--- src/rtl/ep01_sweep_capture.sv ---
// Truth-table sweeper: drives every input vector in ascending order, samples f after SETTLE cycles.
// Optional EP01_EXPECT_CHECK_EN adds an expected-table comparison with first-error capture.
module ep01_sweep_capture #(
  parameter int unsigned N_IN   = 4,
  parameter int unsigned SETTLE = 1
) (
  input  logic                  clk_i,
  input  logic                  rst_ni,
  input  logic                  start_i,
  input  logic                  abort_i,
  input  logic                  f_in_i,
`ifdef EP01_EXPECT_CHECK_EN
  input  logic [2**N_IN-1:0]    expected_i,
  output logic                  mismatch_o,
  output logic [N_IN-1:0]       first_err_o,
`endif
  output logic [N_IN-1:0]       vec_o,
  output logic                  busy_o,
  output logic                  done_o,
  output logic [2**N_IN-1:0]    table_out_o,
  output logic [N_IN:0]         ones_count_o
);

  localparam int unsigned TblW = 2**N_IN;
  localparam logic [7:0] CntLast = 8'(SETTLE - 1);
  localparam logic [N_IN-1:0] VecLast = {N_IN{1'b1}};

  typedef enum logic [0:0] {StIdle, StRun} state_e;

  state_e            state_q;
  logic [7:0]        cnt_q;
  logic [N_IN-1:0]   vec_q;
  logic              busy_q;
  logic              done_q;
  logic [TblW-1:0]   table_q;
  logic [N_IN:0]     ones_q;
`ifdef EP01_EXPECT_CHECK_EN
  logic              mismatch_q;
  logic [N_IN-1:0]   first_err_q;
`endif

  always_ff @(posedge clk_i or negedge rst_ni) begin
    if (!rst_ni) begin
      state_q     <= StIdle;
      cnt_q       <= '0;
      vec_q       <= '0;
      busy_q      <= 1'b0;
      done_q      <= 1'b0;
      table_q     <= '0;
      ones_q      <= '0;
`ifdef EP01_EXPECT_CHECK_EN
      mismatch_q  <= 1'b0;
      first_err_q <= '0;
`endif
    end else begin
      done_q <= 1'b0;
      unique case (state_q)
        StIdle: begin
          if (start_i && !abort_i) begin
            state_q     <= StRun;
            busy_q      <= 1'b1;
            vec_q       <= '0;
            cnt_q       <= '0;
            table_q     <= '0;
            ones_q      <= '0;
`ifdef EP01_EXPECT_CHECK_EN
            mismatch_q  <= 1'b0;
            first_err_q <= '0;
`endif
          end
        end
        StRun: begin
          if (abort_i) begin
            // Partial capture is deliberately kept for inspection.
            state_q <= StIdle;
            busy_q  <= 1'b0;
            vec_q   <= '0;
            cnt_q   <= '0;
          end else if (cnt_q == CntLast) begin
            table_q[vec_q] <= f_in_i;
            ones_q         <= ones_q + {{N_IN{1'b0}}, f_in_i};
            cnt_q          <= '0;
`ifdef EP01_EXPECT_CHECK_EN
            if (f_in_i != expected_i[vec_q]) begin
              mismatch_q <= 1'b1;
              if (!mismatch_q) first_err_q <= vec_q;
            end
`endif
            if (vec_q == VecLast) begin
              state_q <= StIdle;
              busy_q  <= 1'b0;
              done_q  <= 1'b1;
              vec_q   <= '0;
            end else begin
              vec_q <= vec_q + 1'b1;
            end
          end else begin
            cnt_q <= cnt_q + 8'd1;
          end
        end
        default: state_q <= StIdle;
      endcase
    end
  end

  assign vec_o        = vec_q;
  assign busy_o       = busy_q;
  assign done_o       = done_q;
  assign table_out_o  = table_q;
  assign ones_count_o = ones_q;
`ifdef EP01_EXPECT_CHECK_EN
  assign mismatch_o   = mismatch_q;
  assign first_err_o  = first_err_q;
`endif

endmodule

--- config.mk ---
export PLATFORM = sky130hd
export DESIGN_NAME = ep01_sweep_capture
export DESIGN_NICKNAME = d
export VERILOG_FILES = /design/src/rtl/ep01_sweep_capture.sv
export SDC_FILE = /design/constraint.sdc
export NUM_CORES = 1
export LEC_CHECK = 0
export BUFFER_PORTS_ARGS = -buffer_cell sky130_fd_sc_hd__buf_4
export CELL_PAD_IN_SITES_DETAIL_PLACEMENT = 1
export CELL_PAD_IN_SITES_GLOBAL_PLACEMENT = 2
export CORE_MARGIN = 2
export CORE_UTILIZATION = 34
export DETAILED_ROUTE_END_ITERATION = 12
export HOLD_SLACK_MARGIN = 0.08
export PLACE_DENSITY = 0.8
export SLEW_MARGIN = 20
export SYNTH_ARGS = -nofsm -noshare
export SYNTH_HDL_FRONTEND = slang
export SYNTH_SLANG_ARGS = --single-unit
export TNS_END_PERCENT = 5
--- constraint.sdc ---
create_clock -name clk_i -period 2.7 [get_ports clk_i]
set_clock_uncertainty 0.15 [all_clocks]
set_input_delay 0.675 -clock clk_i [delete_from_list [all_inputs] [get_ports clk_i]]
set_output_delay 0.675 -clock clk_i [all_outputs]
set_load 0.01 [all_outputs]
==> results.toml, run 1 <==
[logic_synthesis]
yosysSeqAreaShare = 0.478
ys_top_cells_by_area = "dfrtp_1 (48%), mux2i_1 (8.5%), nand2_1 (6.2%)"
synth_top_family_by_area = "simple AND/OR/NAND/NOR gates"
yosys_warnings = 0
synth_compound_area_frac = 0.0983
yosys.area_share.simple = 0.239
synth_xor_area_frac = 0.00930
synth.cell_area_um2 = 1880
synth-seq-cells = 36
synth.largest_area_cell = "dfrtp_1"
synth.net_count = 205
synth_top_area_frac = 0.478
synthCells = 192
synth_area_per_cell_um2 = 9.81
synthAdderAreaFrac = 0.0531
synth.distinct_cells = 36
synthMuxAreaShare = 0.0850

[global_route]
grt_max_degree = 37
track_usage = 0.170
grt_pass1_vias = 1586
grt_overflow_total = 0
antenna_found_initial = 0
grt_pass1_wl_mm = 8.11

[place]
dp.cells = 293
dp_hpwl_mm = 3.26
port_buffers = 31
gp_congestion = 0.776

[sta]
slew_headroom = 0.593
tightest_slew_ns = 0.611
rsz0062_at_grt = "no"
fmax_mhz = 431
period_share = 0.860
tns_ns = 0
drv_slew = 0
finalCriticalPeriod_ns = 2.32
hold_viol_final = 0
setup_viol = 0

[floorplanning]
dieArea_um2 = 6150
die_x_um = 78.4
num_rows = 27
chipHeight_um = 78.4
initial_utilization = 0.346
io_pins = 32
core_area_um2 = 5440

[cells_and_area]
nNetsFinal = 241
multi_input_area_um2 = 913
synthToLayoutAreaGrowth_pct = 21.3
diodes = 0
layout.cells.non_filler = 300
ff_latch_area_um2 = 901
drive_above_1_share = 0.206
final_common_cell = "buf_4"
layout_common_cells = "buf_4 (37), dfrtp_1 (36), nand2_1 (31)"
fillers = 639

[detailed_routing]
wl_mm = 4.61
viasPerCell = 5.11
drtIter0Drc = 79
routedWlPerCell_um = 15.4
drtPass1Iterations = 4
vias = 1533
ant_nets = 0
drc_errors = 0

[critical_path]
cp-end-kind = "register"
cp.required_ns = 2.68
critPathLaunchType = "register"
cp.arrival_ns = 2.31
crit_path_max_fanout = 9
crit_type = "register to register"

[hold_path]
worstHoldPathType = "primary input to async pin"

[power_and_ir_drop]
ir_worst_vdd_v = 0.000191
power.density_nw_per_um2 = 499
cellLeakagePower_uw = 0.00113

[clocking]
cts_buffers = 5
ctsRootBufferMaster = "clkbuf_8"
insertion_delay_ns = 0.29
post_cts_buffers = 0
postCtsHoldBufs = 0
cts.clk_slew.worst_paths_ns = 0.07
cts_tree = "done"
htreeDepth = 2
cts-resized-gates = 0
cts_sinks = 36
cts_buffer_depth = 2

[run]
drv_cap = 0

[status]
status = "finished, final reports clean"
[layer usage]
metal	GRT usage	wire, µm	part of all wire	vias up
li1	-	-	-	757
met2	0.255	2160	0.47	22
met4	0.0632	67	0.015	0
met3	0.0356	111	0.024	5
met5	0	0	0	-
met1	0.241	2280	0.49	749
[cells by family (layout without fill, tap and decap cells)]
group / Yosys count / count (layout)
and+or+nand+nor: 84 / 84
DFF: 36 / 36
AOI/OAI and AO/OA: 31 / 31
muxes: 16 / 16
buffers and inverters: 15 / 51
adders and majority gates: 8 / 8
xor gates and xnor gates: 2 / 2
[synth_stat cells]
library cell / instances
nor3_1: 2
xor2_1: 2
nand2b_1: 2
dfrtp_1: 36
nor4_1: 2
a31oi_1: 3
inv_1: 7
o21bai_1: 1
or3_1: 3
or3b_2: 1
a21boi_0: 1
nand3b_1: 5
nand4_1: 6
a41oi_1: 1
nand3_1: 19
nand2_1: 31
or4_4: 1
a21o_1: 1
a211o_1: 1
ha_1: 8
nor3b_1: 1
o21ai_0: 11
a21oi_1: 8
nor4_4: 1
and2_1: 1
o211ai_1: 3
buf_4: 1
buf_6: 1
nor2b_1: 2
buf_2: 2
clkbuf_1: 4
and3_1: 3
nor4_2: 1
mux2i_1: 16
nor2_1: 3
a22o_1: 1
[path summary, 6_finish.rpt]
path,from,endpoint,slack [ns],depth (start not counted)
min in group clk_i,table_out_o[12]$_DFFE_PN0P_,table_out_o[12]$_DFFE_PN0P_,0.38,2
max,cnt_q[0]$_DFFE_PN0P_,table_out_o[1]$_DFFE_PN0P_,0.38,6
min,rst_ni,done_o$_DFF_PN0_,0.19,1
min reg2reg,table_out_o[12]$_DFFE_PN0P_,table_out_o[12]$_DFFE_PN0P_,0.38,2
max reg2reg,cnt_q[0]$_DFFE_PN0P_,table_out_o[1]$_DFFE_PN0P_,0.38,6
max in group asynchronous,rst_ni,vec_o[0]$_DFFE_PN0P_,1.88,1
[cell type report]
cell class / instances / area share
clock buffers: 6 / 0.0317
repair buffers: 37 / 0.122
well taps: 72 / 0.0394
inverters: 7 / 0.0115
flip-flops and latches: 36 / 0.394
clock inverters: 1 / 0.00219
multi-input cells: 141 / 0.400
[where the power goes]
group	leakage (µW)	internal, µW	switching [µW]
clock network	0.0000410	176	190
logic	0.000599	72.2	110
registers	0.000495	563	28.8
total	0.00113	810	329
[worst max-delay path, stage by stage, from the launching register on]
cell      delay (ns)
dfrtp_1         0.45
inv_1           0.09
ha_1            0.15
or3b_2          0.49
nor4_4          0.49
nand3b_1        0.19
mux2i_1         0.16
[metrics by stage]
step	power, µW	utilization	setup WS, ns	area, µm²	hold WS, ns
finish	1140	0.420	0.379	2290	0.191
detailed placement	789	0.406	0.369	2210	0.366
global route	1220	0.420	0.232	2290	0.215
floorplan	697	-	0.676	1880	0.229
global placement	785	0.406	0.455	2210	0.358
CTS	1160	0.420	0.348	2290	0.206
[registers in the layout (all words and copies together) (netlist names)]
name / cells
busy_o: 1
ones_count_o: 5
vec_o: 4
done_o: 1
table_out_o: 16
cnt_q: 8
state_q: 1
No activity file was read; power rests on OpenSTA's default activity.
==> run 2: changes to the inputs <==
HOLD_SLACK_MARGIN = 0.12   (was 0.08)
PLACE_DENSITY = 0.81   (was 0.8)
==> results.toml, run 2 (same netlist as run 1, synthesis figures left out) <==
[sta]
rsz0062_at_grt = "no"
drv_slew = 0
tightest_slew_ns = 0.628
hold_viol_final = 0
tns_ns = 0
period_share = 0.864
slew_headroom = 0.581
fmax_mhz = 429
setup_viol = 0
finalCriticalPeriod_ns = 2.33

[place]
dp.cells = 293
dp_hpwl_mm = 3.34
gp_congestion = 0.759
port_buffers = 31

[clocking]
cts_tree = "done"
ctsRootBufferMaster = "clkbuf_8"
insertion_delay_ns = 0.29
cts-resized-gates = 0
cts_sinks = 36
postCtsHoldBufs = 0
htreeDepth = 2
cts_buffers = 5
cts.clk_slew.worst_paths_ns = 0.07
cts_buffer_depth = 2
post_cts_buffers = 0

[detailed_routing]
viasPerCell = 5.19
wl_mm = 4.66
drtIter0Drc = 72
drc_errors = 0
routedWlPerCell_um = 15.5
vias = 1561
ant_nets = 0
drtPass1Iterations = 4

[run]
drv_cap = 0

[cells_and_area]
nNetsFinal = 241
largest_register_ffs = 16
diodes = 0
final_common_cell = "buf_4"
multi_input_area_um2 = 913
layout_common_cells = "buf_4 (37), dfrtp_1 (36), nand2_1 (31)"
fillers = 646
layout.cells.non_filler = 301
synthToLayoutAreaGrowth_pct = 22.0
ff_latch_area_um2 = 901
drive_above_1_share = 0.205

[hold_path]
worstHoldPathType = "primary input to async pin"

[power_and_ir_drop]
power.switching_uw = 329
sequentialPowerShare = 0.506
power.density_nw_per_um2 = 510
cellLeakagePower_uw = 0.00114
ir_worst_vdd_v = 0.000177
comb_power_share = 0.155
power_frac_clock = 0.339
swShare = 0.280
power.internal_uw = 843

[floorplanning]
initial_utilization = 0.346
core_area_um2 = 5440
io_pins = 32
chipHeight_um = 78.4
num_rows = 27
die_x_um = 78.4
dieArea_um2 = 6150

[global_route]
grt_max_degree = 37
track_usage = 0.169
grt_pass1_vias = 1590
grt_overflow_total = 0
antenna_found_initial = 0
grt_pass1_wl_mm = 8.16

[status]
status = "finished, final reports clean"

[critical_path]
r2r_end = "table_out_o[4]$_DFFE_PN0P_"
cp-end-kind = "register"
r2r_cells = 6
worst_r2r_startpoint = "cnt_q[0]$_DFFE_PN0P_"
crit_type = "register to register"
cp.required_ns = 2.69
cp.arrival_ns = 2.32
rrSetupSlack_ns = 0.37
crit_path_max_fanout = 9
critPathLaunchType = "register"
==> run 2: cell types whose count changed in the layout (fill, tap and decap cells not counted) <==
| cell | previous run | this run |
|---|---|---|
| clkinv_2 | 1 | 0 |
| clkbuf_8 | 5 | 6 |
| clkbuf_1 | 1 | 2 |
==> run 2: worst max-delay path, stage by stage, from the launching register on <==
cell,delay (ns)
dfrtp_1,0.45
inv_1,0.09
ha_1,0.15
or3b_2,0.49
nor4_4,0.52
nand3_1,0.18
mux2i_1,0.16
==> run 2: power groups by stage <==
| stage | registers [µW] | clock network [µW] | logic [µW] |
|---|---|---|---|
| after floorplan | 606 | 0 | 91.5 |
| after global placement | 602 | 0 | 182 |
| after detailed placement | 603 | 0 | 184 |
| after CTS | 592 | 421 | 185 |
| after global routing | 597 | 446 | 204 |
| final | 593 | 397 | 182 |
==> run 2: final cells by class <==
class                   count  area share
inverters                   7      0.0114
multi-input cells         141       0.397
well taps                  72      0.0392
clock buffers               8      0.0392
flip-flops and latches     36       0.392
repair buffers             37       0.121
==> run 2: worst max-delay path by stage <==
stage	slack [ns]	cells past startpoint	start	end
3_5_place_dp	0.41	6	cnt_q[0]$_DFFE_PN0P_	table_out_o[4]$_DFFE_PN0P_
3_3_place_gp	0.45	6	cnt_q[0]$_DFFE_PN0P_	table_out_o[4]$_DFFE_PN0P_
6_report	0.37	6	cnt_q[0]$_DFFE_PN0P_	table_out_o[4]$_DFFE_PN0P_
5_1_grt	0.20	6	cnt_q[0]$_DFFE_PN0P_	table_out_o[4]$_DFFE_PN0P_
4_1_cts	0.37	6	cnt_q[0]$_DFFE_PN0P_	table_out_o[4]$_DFFE_PN0P_
2_1_floorplan	0.68	6	cnt_q[0]$_DFFE_PN0P_	table_out_o[5]$_DFFE_PN0P_
==> run 2: metal layers <==
metal  routed length, µm  global-route usage  share of wire
met5                   0                   0              0
met4                  61              0.0579          0.013
met3                 100              0.0345          0.021
met2                2270               0.274           0.49
met1                2230               0.225           0.48
==> run 2: stage by stage <==
| step | cell area (µm²) | worst slack (ns) | total power, µW | utilization | hold slack, ns |
|---|---|---|---|---|---|
| after global placement | 2210 | 0.447 | 784 | 0.406 | 0.363 |
| after detailed placement | 2210 | 0.407 | 787 | 0.406 | 0.356 |
| after floorplan | 1880 | 0.676 | 697 | - | 0.229 |
| final | 2300 | 0.366 | 1170 | 0.423 | 0.196 |
| after global routing | 2300 | 0.197 | 1250 | 0.423 | 0.220 |
| after CTS | 2300 | 0.372 | 1200 | 0.423 | 0.208 |
==> run 3: changes to the inputs <==
PLACE_DENSITY = 0.79   (was 0.81)
SLEW_MARGIN = not set   (was 20)
==> results.toml, run 3 (same netlist as run 1, synthesis figures left out) <==
[sta]
tns_ns = 0
fmax_mhz = 434
period_share = 0.853
drv_slew = 0
setup_viol = 0
finalCriticalPeriod_ns = 2.30
worst_slack_ns = 0.397
slew_headroom = 0.568
hold_viol_final = 0
tightest_slew_ns = 0.648
rsz0062_at_grt = "no"
hold_ws_ns = 0.198

[global_route]
track_usage = 0.171
antenna_found_initial = 0
grt_pass1_vias = 1611
grt_max_degree = 37
grt_overflow_total = 0
grt_pass1_wl_mm = 8.29

[clocking]
cts-resized-gates = 0
post_cts_buffers = 0
ctsRootBufferMaster = "clkbuf_8"
cts_tree = "done"
cts_sinks = 36
cts_buffer_depth = 2
cts.clk_slew.worst_paths_ns = 0.07
insertion_delay_ns = 0.28
htreeDepth = 2
cts_buffers = 5
postCtsHoldBufs = 0

[critical_path]
rrSetupSlack_ns = 0.40
worst_r2r_startpoint = "cnt_q[0]$_DFFE_PN0P_"
cp_slowest_cell = "or3b_2"
cp-end-kind = "register"
r2r_cells = 7
crit_type = "register to register"
r2r_end = "table_out_o[14]$_DFFE_PN0P_"
critPathLaunchType = "register"
critPathBufInv = 2
cpPeakStageDelay_ns = 0.49
crit_chain = "inv_1 -> ha_1 -> or3b_2 -> nor3_1 -> buf_4 -> nand4_1 -> mux2i_1"
cp_top_family = "simple AND/OR/NAND/NOR gates"
cp.required_ns = 2.69
crit_path_max_fanout = 8
cp.arrival_ns = 2.29

[power_and_ir_drop]
comb_power_share = 0.156
power.switching_uw = 335
power_frac_clock = 0.342
sequentialPowerShare = 0.502
power.density_nw_per_um2 = 511
ir_worst_vdd_v = 0.000190
cellLeakagePower_uw = 0.00114
power.internal_uw = 844
swShare = 0.284

[place]
port_buffers = 31
gp_congestion = 0.795
dp_slack_ns = 0.389
dp_hpwl_mm = 3.35
dp.cells = 294

[floorplanning]
core_area_um2 = 5440
chipHeight_um = 78.4
dieArea_um2 = 6150
io_pins = 32
initial_utilization = 0.346
die_x_um = 78.4
num_rows = 27

[cells_and_area]
layout.cells.non_filler = 302
synthToLayoutAreaGrowth_pct = 22.4
layout_common_cells = "buf_4 (38), dfrtp_1 (36), nand2_1 (31)"
final_common_cell = "buf_4"
diodes = 0
largest_register_ffs = 16
drive_above_1_share = 0.209
nNetsFinal = 242
final_core_util = 0.424

[detailed_routing]
drtPass1Iterations = 4
drc_errors = 0
wl_mm = 4.74
vias = 1532
viasPerCell = 5.07
drtIter0Drc = 58
ant_nets = 0
routedWlPerCell_um = 15.7

[status]
status = "finished, final reports clean"

[run]
drv_cap = 0

[hold_path]
worstHoldPathType = "primary input to async pin"
==> run 3: cell types whose count changed in the layout (fill, tap and decap cells not counted) <==
cell and change:
buf_4 +1
==> run 3: how the worst max path moves through the flow <==
stage	end	startpoint	slack (ns)	cells past startpoint
2_1_floorplan	table_out_o[5]$_DFFE_PN0P_	cnt_q[0]$_DFFE_PN0P_	0.68	6
3_3_place_gp	table_out_o[4]$_DFFE_PN0P_	cnt_q[0]$_DFFE_PN0P_	0.45	6
3_5_place_dp	table_out_o[14]$_DFFE_PN0P_	cnt_q[0]$_DFFE_PN0P_	0.39	7
4_1_cts	table_out_o[14]$_DFFE_PN0P_	cnt_q[0]$_DFFE_PN0P_	0.38	7
5_1_grt	table_out_o[14]$_DFFE_PN0P_	cnt_q[0]$_DFFE_PN0P_	0.21	7
6_report	table_out_o[14]$_DFFE_PN0P_	cnt_q[0]$_DFFE_PN0P_	0.40	7
==> run 3: per-layer routing <==
metal / part of all wire / vias to the layer above / GRT usage
li1: - / 760 / -
met1: 0.48 / 750 / 0.233
met2: 0.50 / 22 / 0.279
met3: 0.024 / 0 / 0.0345
met4: 0 / 0 / 0.0421
met5: 0 / - / 0
==> run 3: final cells by class <==
class	instances	area, µm²
inverter	7	26.3
timing repair buffer	38	285
multi-input combinational	141	913
fill	653	3130
clock buffer	8	90.1
tap	72	90.1
sequential	36	901
==> run 3: power groups by stage <==
stage,sequential [µW],combinational (µW),clock [µW]
global placement,600,185,0
detailed placement,602,188,0
finish,592,184,403
global route,597,208,446
floorplan,606,91.5,0
CTS,591,189,417
==> run 3: metrics by stage <==
stage          total power [µW]  cell area, µm²
3_3_place_gp                786            2220
5_1_grt                    1250            2310
6_report                   1180            2310
3_5_place_dp                791            2220
4_1_cts                    1200            2310
2_1_floorplan               697            1880
==> run 3: worst register-to-register path: cells and delay by family (launching register included) <==
family        cells  cell delay [ns]
fa+ha+maj         1             0.15
simple gates      3             0.94
buf+inv           2             0.31
flops             1             0.45
mux               1             0.16
